$ cat src/rtl/dshot_pkg.sv
// -----------------------------------------------------------------------------
// dshot_pkg
// Shared DShot protocol constants, the transmitter state encoding and a helper
// that forms the 11-bit frame value from a speed or command request.
// -----------------------------------------------------------------------------
package dshot_pkg;

    localparam int          DSHOT_FRAME_W    = 16;
    localparam logic [5:0]  DSHOT_CMD_MAX    = 6'd47;
    localparam logic [10:0] DSHOT_THR_OFFSET = 11'd48;
    localparam logic [10:0] DSHOT_SPEED_MAX  = 11'd1999;

    typedef enum logic [1:0] {
        IDLE,
        HIGH,
        LOW,
        GAP
    } dshotStateT;

    // Commands occupy values 0..47; throttle is shifted above them so that
    // speed 0 still encodes as a non-command value.
    function automatic logic [10:0] frameValue(
        input logic        isCmd,
        input logic [10:0] speedIn,
        input logic [5:0]  commandIn
    );
        logic [10:0] clamped;
        clamped = (speedIn > DSHOT_SPEED_MAX) ? DSHOT_SPEED_MAX : speedIn;
        return isCmd ? {5'd0, commandIn} : clamped + DSHOT_THR_OFFSET;
    endfunction

endpackage

$ cat src/rtl/dshot_crc.sv
// -----------------------------------------------------------------------------
// dshot_crc
// Combinational DShot checksum: XOR of the three nibbles of the 12-bit payload
// (value + telemetry bit). Shared by the transmit and receive paths.
//   data : 12-bit payload, frame[15:4]
//   crc  : 4-bit checksum, frame[3:0]
// -----------------------------------------------------------------------------
module dshot_crc (
    input  logic [11:0] data,
    output logic [3:0]  crc
);

    assign crc = data[3:0] ^ data[7:4] ^ data[11:8];

endmodule

$ cat src/rtl/dshot_output.sv
// -----------------------------------------------------------------------------
// dshot_output
// DShot frame transmitter. Accepts a speed or command request through a
// valid/ready handshake, builds the 16-bit frame (value, telemetry, checksum)
// and drives it MSB first as pulse-width coded bits, followed by a low gap.
//   clk, reset   : clock, synchronous active-high reset
//   frame_valid  : request present      frame_ready : request can be taken
//   speed        : throttle 0..1999     command     : special command 0..47
//   is_command   : send command         telemetry   : telemetry request bit
//   out_pin      : DShot line (registered, idle low)
//   busy         : frame or gap in progress
//   frame_done   : one-cycle pulse on return to IDLE after the gap
//   cmd_error    : one-cycle pulse after a rejected out-of-range command
// -----------------------------------------------------------------------------
module dshot_output
    import dshot_pkg::*;
#(
    parameter int CLK_HZ   = 16000000,
    parameter int BAUD     = 150000,
    parameter int GAP_BITS = 2
) (
    input  logic        clk,
    input  logic        reset,
    input  logic        frame_valid,
    output logic        frame_ready,
    input  logic [10:0] speed,
    input  logic [5:0]  command,
    input  logic        is_command,
    input  logic        telemetry,
    output logic        out_pin,
    output logic        busy,
    output logic        frame_done,
    output logic        cmd_error
);

    localparam int BIT_CYC = CLK_HZ / BAUD;
    localparam int T1H     = (BIT_CYC * 3) / 4;
    localparam int T0H     = (BIT_CYC * 3) / 8;
    localparam int GAP_CYC = GAP_BITS * BIT_CYC;
    localparam int MAX_CYC = (GAP_CYC > BIT_CYC) ? GAP_CYC : BIT_CYC;
    localparam int CNT_W   = $clog2(MAX_CYC + 1);

    typedef logic [CNT_W-1:0] cntT;

    // Terminal counts: each phase lasts (LAST + 1) cycles.
    localparam cntT HIGH1_LAST = cntT'(T1H - 1);
    localparam cntT HIGH0_LAST = cntT'(T0H - 1);
    localparam cntT LOW1_LAST  = cntT'(BIT_CYC - T1H - 1);
    localparam cntT LOW0_LAST  = cntT'(BIT_CYC - T0H - 1);
    localparam cntT GAP_LAST   = cntT'(GAP_CYC - 1);

    dshotStateT             state, stateNext;
    cntT                    cnt, cntNext;
    logic [3:0]             bitIdx;
    logic [DSHOT_FRAME_W-1:0] shiftReg;

    logic        accept;
    logic        cmdBad;
    logic        loadFrame;
    logic        shiftBit;
    logic        gapDone;
    logic        curBit;
    logic [10:0] value;
    logic [11:0] crcData;
    logic [3:0]  crcOut;
    cntT         highLast;
    cntT         lowLast;

    // Frame assembly from the live inputs; only captured on acceptance.
    assign value   = frameValue(is_command, speed, command);
    assign crcData = {value, telemetry};

    dshot_crc uCrc (
        .data (crcData),
        .crc  (crcOut)
    );

    assign frame_ready = (state == IDLE);
    assign busy        = (state != IDLE);
    assign accept      = frame_valid && frame_ready;
    assign cmdBad      = is_command && (command > DSHOT_CMD_MAX);

    assign curBit   = shiftReg[DSHOT_FRAME_W-1];
    assign highLast = curBit ? HIGH1_LAST : HIGH0_LAST;
    assign lowLast  = curBit ? LOW1_LAST  : LOW0_LAST;

    // NOTE: every signal written here gets a default first, so no path through
    // the case statement can leave one unassigned and infer a latch.
    always_comb begin
        stateNext = state;
        cntNext   = cnt + 1'b1;
        loadFrame = 1'b0;
        shiftBit  = 1'b0;
        gapDone   = 1'b0;
        case (state)
            IDLE: begin
                cntNext = '0;
                if (accept && !cmdBad) begin
                    stateNext = HIGH;
                    loadFrame = 1'b1;
                end
            end
            HIGH: begin
                if (cnt == highLast) begin
                    stateNext = LOW;
                    cntNext   = '0;
                end
            end
            LOW: begin
                if (cnt == lowLast) begin
                    cntNext = '0;
                    if (bitIdx == 4'd0) begin
                        stateNext = GAP;
                    end else begin
                        stateNext = HIGH;
                        shiftBit  = 1'b1;
                    end
                end
            end
            GAP: begin
                if (cnt == GAP_LAST) begin
                    stateNext = IDLE;
                    cntNext   = '0;
                    gapDone   = 1'b1;
                end
            end
            default: begin
                stateNext = IDLE;
                cntNext   = '0;
            end
        endcase
    end

    // NOTE: state is updated with non-blocking assignments so every register
    // samples the values from before the edge, independent of statement order.
    always_ff @(posedge clk) begin
        if (reset) begin
            state      <= IDLE;
            cnt        <= '0;
            bitIdx     <= 4'd0;
            shiftReg   <= '0;
            out_pin    <= 1'b0;
            frame_done <= 1'b0;
            cmd_error  <= 1'b0;
        end else begin
            state <= stateNext;
            cnt   <= cntNext;
            if (loadFrame) begin
                shiftReg <= {crcData, crcOut};
                bitIdx   <= 4'd15;
            end else if (shiftBit) begin
                shiftReg <= {shiftReg[DSHOT_FRAME_W-2:0], 1'b0};
                bitIdx   <= bitIdx - 4'd1;
            end
            // Registered from the next state so the line rises on the
            // acceptance edge and stays high exactly while in HIGH.
            out_pin    <= (stateNext == HIGH);
            frame_done <= gapDone;
            cmd_error  <= accept && cmdBad;
        end
    end

endmodule

$ cat config.mk
export PLATFORM = sky130hd
export DESIGN_NAME = dshot_output
export DESIGN_NICKNAME = d
export VERILOG_FILES = /design/src/rtl/dshot_pkg.sv /design/src/rtl/dshot_crc.sv /design/src/rtl/dshot_output.sv
export SDC_FILE = /design/constraint.sdc
export NUM_CORES = 1
export LEC_CHECK = 0
export ABC_CLOCK_PERIOD_IN_PS = 2130
export CORE_MARGIN = 5
export CORE_UTILIZATION = 49
export CTS_CLUSTER_SIZE = 40
export DETAILED_ROUTE_END_ITERATION = 6
export HOLD_SLACK_MARGIN = 0.15
export PLACE_DENSITY = 0.79
export REMOVE_ABC_BUFFERS = 1
export SLEW_MARGIN = 20
export SYNTH_ARGS = -nofsm -noshare
export SYNTH_HDL_FRONTEND = slang
export SYNTH_SLANG_ARGS = --single-unit
$ cat constraint.sdc
create_clock -name clk -period 2.13 [get_ports clk]
set_clock_uncertainty 0.1 [all_clocks]
set_input_delay 0.3195 -clock clk [delete_from_list [all_inputs] [get_ports clk]]
set_output_delay 0.3195 -clock clk [all_outputs]
set_load 0.02 [all_outputs]
==> summary.md, run 1 <==
| Metric | Value |
|---|---|
| Status | `finished, violations left` |
| Failing checks | `negative setup slack` |
| CTS Hold Bufs | `0` |
| Setup crit start kind | `flop` |
| Critical path peak fanout | `5` |
| Vias | `2081` |
| Mapped Cells | `235` |
| PnR worst setup slack | `-54.6 ps` |
| Synth top area share | `33.9%` |
| DIE WIDTH | `73.0 µm` |
| CP endpoint kind | `flop` |
| Final wirelength | `5.42 mm` |
| Worst r2r dst | `shiftReg[10]` |
| Rel. slew slack | `68.9%` |
| First-pass GRT wire length | `8.48 mm` |
| Main synth FF type | `dfxtp_1` |
| DPL Wire Length | `3.98 mm` |
| Max-cap violations | `0` |
| CTS Buf Count | `5` |
| Gr ovfl total | `0` |
| Final Hold Vio Count | `0` |
| Yosys cell types | `58` |
| Initial antenna violation count | `0` |
| Top-count cell post-synth | `dfxtp_1` |
| DRC Markers | `0` |
| Initial Util | `49.7%` |
| Die area | `5330 µm²` |
| Hold WC Path Type | `reg2reg` |
| Worst hold path depth | `2` |
| Reg clk slew, reported paths | `70 ps` |
| Io pins | `27` |
| Pins Over Slew Limit | `0` |
| Worst-Skew Late Latency | `290 ps` |
| Finished Cell Area | `2790 µm²` |
| CP arrival | `2290 ps` |
| Post-synth top area cell | `dfxtp_1` |
| Number of synthesized flops with an enable pin | `0` |
| Vias per std cell | `5.78` |
| Port Buffer Count | `26` |
| Hold_ws | `373 ps` |
| Hold_sp | `shiftReg[14]` |
| Maximum vdd drop | `0.234 mV` |
| Tot GR Track Use | `20.3%` |
| Hold Path End | `shiftReg[14]` |
| TritonCTS clock tree | `yes` |
| Core area | `3910 µm²` |
| Crit-path slowest cell | `or4b_4` |
| RSZ-0062 raised after global routing | `true` |
| Root buffer cell | `clkbuf_8` |
| Reg2reg start | `cnt[0]` |
| CP Cell Sequence | `inv_2 > ha_4 > or4b_4 > a211oi_4 > and2_4 > buf_6 > buf_6 > nand2_2 > a311oi_2` |
| DRT iter0 DRCs | `128` |
| Final setup TNS | `-245 ps` |
| Drt wl/cell | `15.1 µm` |
| Final setup violating endpoints | `9` |
| # diodes | `0` |
| Sequential cell area fraction in the yosys report | `33.9%` |
| Gpl congestion | `0.913` |
| Required @ worst endpoint | `2230 ps` |
| Post-DP Area | `2550 µm²` |
| Total chip power | `1490 µW` |
| Num Clock Sinks | `33` |
| CTS H-tree depth | `2` |
| Async S/R FF share, synth | `0%` |
| Syn_area_per_cell | `8.28 µm²` |
| P_leak | `0.00111 µW` |
| R2R setup slack | `-50 ps` |
| Synthesized area | `1950 µm²` |
| Max Fclk | `458 MHz` |
| FILL cells | `331` |
| Fin crit share | `103%` |
| Power Density | `536 nW/µm²` |
| Largest net degree at the start of global routing | `19` |
| Slew @ Worst Pin | `462 ps` |
| Synthesis-to-finish area growth | `43.1%` |
| Core Rows | `23` |
| Vias in the first global route | `1972` |
| Fraction of layout cells with a size suffix above 1 | `32.3%` |
| CP dominant cell by count | `buf_6` |
| Kind of critical path | `reg2reg` |
| Nets@finish | `335` |
| 1st-pass router iterations | `4` |
| Register-to-Register Path Depth | `9` |
| Slowest Stage Delay on Critical Path | `480 ps` |
| Minimum clock period | `2180 ps` |
| Commonest cells in the netlist | `dfxtp_1 (33), nor2_1 (25), a21oi_1 (16)` |
| Clock buffer depth | `2` |
| Pre-CTS setup slack | `-607 ps` |
| Synth Warn # | `0` |
| Chip height | `73.0 µm` |
| Antenna-violating nets left | `0` |
| Flops & latches, synth | `33` |
| Top cells by area, synth | `dfxtp_1 (34%), nor2_1 (4.8%), a21oi_1 (4.1%), nand3_1 (3.1%), nor3_1 (3.1%)` |
## sequential cells by signal, summed over array words and instances (netlist names)
name,flops
cnt,8
out_pin,1
frame_done,1
state,2
bitIdx,4
cmd_error,1
shiftReg,16
## area by class of cell
type | count | area [µm²] | share of cell area, %
clock buffer | 5 | 68.8 | 2.47
clock inverter | 3 | 17.5 | 0.629
inverter | 7 | 26.3 | 0.943
multi-input combinational | 179 | 1260 | 45.3
sequential | 33 | 663 | 23.8
tap | 50 | 62.6 | 2.25
timing repair buffer | 83 | 684 | 24.6
## cells by family after synthesis
family	Yosys count	synth area share (%)
AOI/OAI and AO/OA	55	19.9
xor gates and xnor gates	12	5.40
adders and majority gates	4	2.57
buffers and inverters	23	5.98
DFF	33	33.9
muxes	3	1.61
and+or+nand+nor	105	30.7
## critical path, delay by kind of cell (launching register included)
kind	cells	cell delay [ps]
compound gates	2	530
simple gates	3	750
flops	1	330
buf+inv	3	270
fa+ha+maj	1	120
## placed cells by master (no fill, tap or decap), drive strengths merged, types with 3 or more instances in the layout
cell type       n
ha              4
nand4           4
a311oi          3
buf            57
a21oi          17
nor4            7
nand4b          4
or3             3
clkbuf          7
xor2            6
a211oi          5
dfxtp          33
inv             7
clkdlybuf4s50  19
nor2b           5
nand2          12
and3            3
o21ai          12
o211ai          3
nor2           25
nand3          12
clkdlybuf4s15   3
nor3           13
xnor2           6
## where the power goes
part / internal [µW] / total, µW / switching, µW
registers: 656 / 686 / 29.4
logic: 175 / 344 / 169
clock network: 225 / 463 / 238
## routing by layer
metal / routed length [µm] / track usage [%]
met5: 0 / 0
met1: 2250 / 24.1
met2: 2710 / 34.6
met4: 132 / 8.81
met3: 328 / 4.82
## per-stage QoR
stage | utilization [%] | std cells
after global placement | 65.3 | 345
final | 71.2 | 360
after floorplan | - | 219
after detailed placement | 65.3 | 345
after CTS | 68.4 | 355
after global routing | 71.2 | 360
## how the worst max path moves through the flow
stage          startpoint  slack [ps]  depth (start not counted)            to
4_1_cts            cnt[0]         0.2                          8       out_pin
6_report           cnt[0]         -50                          9  shiftReg[10]
2_1_floorplan      cnt[0]        -210                          7   shiftReg[6]
5_1_grt            cnt[0]        -140                          8   shiftReg[6]
3_5_place_dp     speed[5]        -610                          9   shiftReg[1]
3_3_place_gp     speed[5]        -500                          9   shiftReg[1]
## timing repair
| item | 4_1_cts | 5_1_grt |
|---|---|---|
| buffers inserted | 2 | 5 |
| setup endpoints to repair | 18 | 17 |
| gates resized for setup | 20 | 26 |
| gates cloned | 0 | 1 |
| pin swaps | 16 | 20 |
| hold endpoints to repair | 0 | 0 |
Note: power is estimated with default switching activity, not from simulation.
==> run 2, diff against run 1 <==
- CORE_MARGIN: 5 -> 10
- CORE_UTILIZATION: 49 -> 51
- CTS_BUF_LIST: not set -> sky130_fd_sc_hd__clkbuf_2 sky130_fd_sc_hd__clkbuf_4 sky130_fd_sc_hd__clkbuf_8
- GPL_ROUTABILITY_DRIVEN: not set -> 0
- PLACE_DENSITY: 0.79 -> 0.81
==> summary.md, run 2 (synthesis results as in run 1) <==
| Metric | Value |
|---|---|
| Status | `finished, violations left` |
| Failing checks | `negative setup slack` |
| Pre-CTS setup slack | `-606 ps` |
| Die area | `6690 µm²` |
| DIE WIDTH | `81.8 µm` |
| Maximum vdd drop | `0.372 mV` |
| Switching Power | `468 µW` |
| Crit-path slowest cell | `or4b_4` |
| FILL cells | `253` |
| Worst r2r dst | `shiftReg[3]` |
| Minimum clock period | `2180 ps` |
| Pins Over Slew Limit | `0` |
| Num Clock Sinks | `33` |
| Drt wl/cell | `16.9 µm` |
| Reg2reg start | `cnt[0]` |
| Vias in the first global route | `2080` |
| CTS Hold Bufs | `0` |
| Sequential Area | `663 µm²` |
| Dpl cells | `351` |
| Nets@finish | `342` |
| 1st-pass router iterations | `5` |
| CP Cell Sequence | `inv_2 > ha_4 > or4b_4 > a211oi_4 > buf_4 > a21boi_0 > a211oi_2 > a311oi_2` |
| Register-to-Register Path Depth | `8` |
| Most frequent cells in the layout | `buf_4 (59), dfxtp_1 (31), nor2_1 (25), clkdlybuf4s50_1 (19), a21oi_1 (16)` |
| Setup crit start kind | `flop` |
| Most common cell after layout, fill and taps aside | `buf_4` |
| Fraction of layout cells with a size suffix above 1 | `34.7%` |
| PnR worst setup slack | `-46.4 ps` |
| Core area | `3690 µm²` |
| Power Density | `574 nW/µm²` |
| Core Rows | `22` |
| Post-DP Area | `2610 µm²` |
| Vias per std cell | `5.84` |
| Hold WC Path Type | `reg2reg` |
| Max Fclk | `459 MHz` |
| CTS Buf Count | `5` |
| First-pass GRT wire length | `9.45 mm` |
| CTS H-tree depth | `2` |
| Combinational Power Share | `22.5%` |
| Required @ worst endpoint | `2190 ps` |
| Worst-Skew Late Latency | `290 ps` |
| Largest register FFs | `16` |
| Registers with the most flip-flops | `shiftReg (16), cnt (8), bitIdx (4)` |
| Initial antenna violation count | `0` |
| Initial Util | `52.8%` |
| Final setup violating endpoints | `3` |
| CP arrival | `2240 ps` |
| Int Pwr | `1200 µW` |
| Max-cap violations | `0` |
| Final wirelength | `6.16 mm` |
| Critical path peak fanout | `4` |
| Tot GR Track Use | `17.8%` |
| Fin crit share | `102%` |
| Net Sw Frac | `28.1%` |
| Gr ovfl total | `0` |
| R2R setup slack | `-50 ps` |
| DRC Markers | `0` |
| Final Hold Vio Count | `0` |
| Reg with most FFs | `shiftReg` |
| Rel. slew slack | `62.1%` |
| Reg clk slew, reported paths | `80 ps` |
| Kind of critical path | `reg2reg` |
| Root buffer cell | `clkbuf_8` |
| RSZ-0062 raised after global routing | `true` |
| Sequential share of power | `41.2%` |
| Hold Path End | `shiftReg[15]` |
| Io pins | `27` |
| Non-Filler Instances | `365` |
| DPL Wire Length | `4.15 mm` |
| Largest net degree at the start of global routing | `18` |
| P_leak | `0.00116 µW` |
| Chip height | `81.8 µm` |
| Finished Cell Area | `2900 µm²` |
| # diodes | `0` |
| Antenna-violating nets left | `0` |
| Slew @ Worst Pin | `567 ps` |
| DRT iter0 DRCs | `193` |
| TritonCTS clock tree | `yes` |
| Final setup TNS | `-77.6 ps` |
| Synthesis-to-finish area growth | `49.2%` |
| Worst hold path depth | `2` |
| CP endpoint kind | `flop` |
| Clock buffer depth | `2` |
| Port Buffer Count | `26` |
| Vias | `2130` |
| Slowest Stage Delay on Critical Path | `500 ps` |
| Hold_sp | `shiftReg[14]` |
| Clk pwr share | `36.3%` |
| Area of the multi-input gates | `1290 µm²` |
-- run 2: worst max-delay path by stage --
| stage | to | cells past startpoint | startpoint |
|---|---|---|---|
| after global placement | shiftReg[1] | 9 | speed[5] |
| after global routing | shiftReg[3] | 10 | speed[7] |
| final | shiftReg[3] | 8 | cnt[0] |
| after detailed placement | shiftReg[3] | 10 | speed[7] |
| after CTS | shiftReg[6] | 9 | cnt[0] |
| after floorplan | shiftReg[6] | 7 | cnt[0] |
-- run 2: final cells by class --
cell class	count	share of cell area [%]
Clock buffer	5	2.37
Timing Repair Buffer	90	25.8
Tap cell	48	2.07
Clock inverter	3	1.59
Multi-Input combinational cell	179	44.4
Sequential cell	33	22.8
Inverter	7	0.905
-- run 2: power groups by stage --
stage | logic (µW) | registers (µW) | clock network [µW]
3_5_place_dp | 331 | 695 | 0
4_1_cts | 347 | 682 | 607
6_report | 375 | 688 | 604
5_1_grt | 403 | 691 | 631
2_1_floorplan | 149 | 692 | 0
3_3_place_gp | 321 | 694 | 0
-- run 2: metal layers --
layer  up-vias  part of all wire, %  track usage (%)
met5         -                    0                0
met4         0                  2.9             7.82
met3        18                  5.0             3.17
met2        79                   51             31.0
met1      1001                   41             20.7
li1       1032                    -                -
-- run 2: repair_timing --
| action | CTS | global route |
|---|---|---|
| buffers inserted | 4 | 2 |
| setup endpoints to repair | 18 | 19 |
| pin swaps | 17 | 12 |
| resized for setup | 29 | 25 |
-- run 2: per-stage QoR --
step | power [µW] | hold slack [ps] | util, %
after floorplan | 841 | 282 | -
after global placement | 1010 | 342 | 70.8
after detailed placement | 1030 | 349 | 70.8
after CTS | 1640 | 367 | 76.4
after global routing | 1730 | 404 | 78.7
final | 1670 | 379 | 78.7
-- run 2: critical path: cells and delay by family, from the launching register on --
family                     cells  cell delay (ps)
AOI/OAI and AO/OA              4              760
and+or+nand+nor                1              500
DFF                            1              330
buffers and inverters          2              230
adders and majority gates      1              120
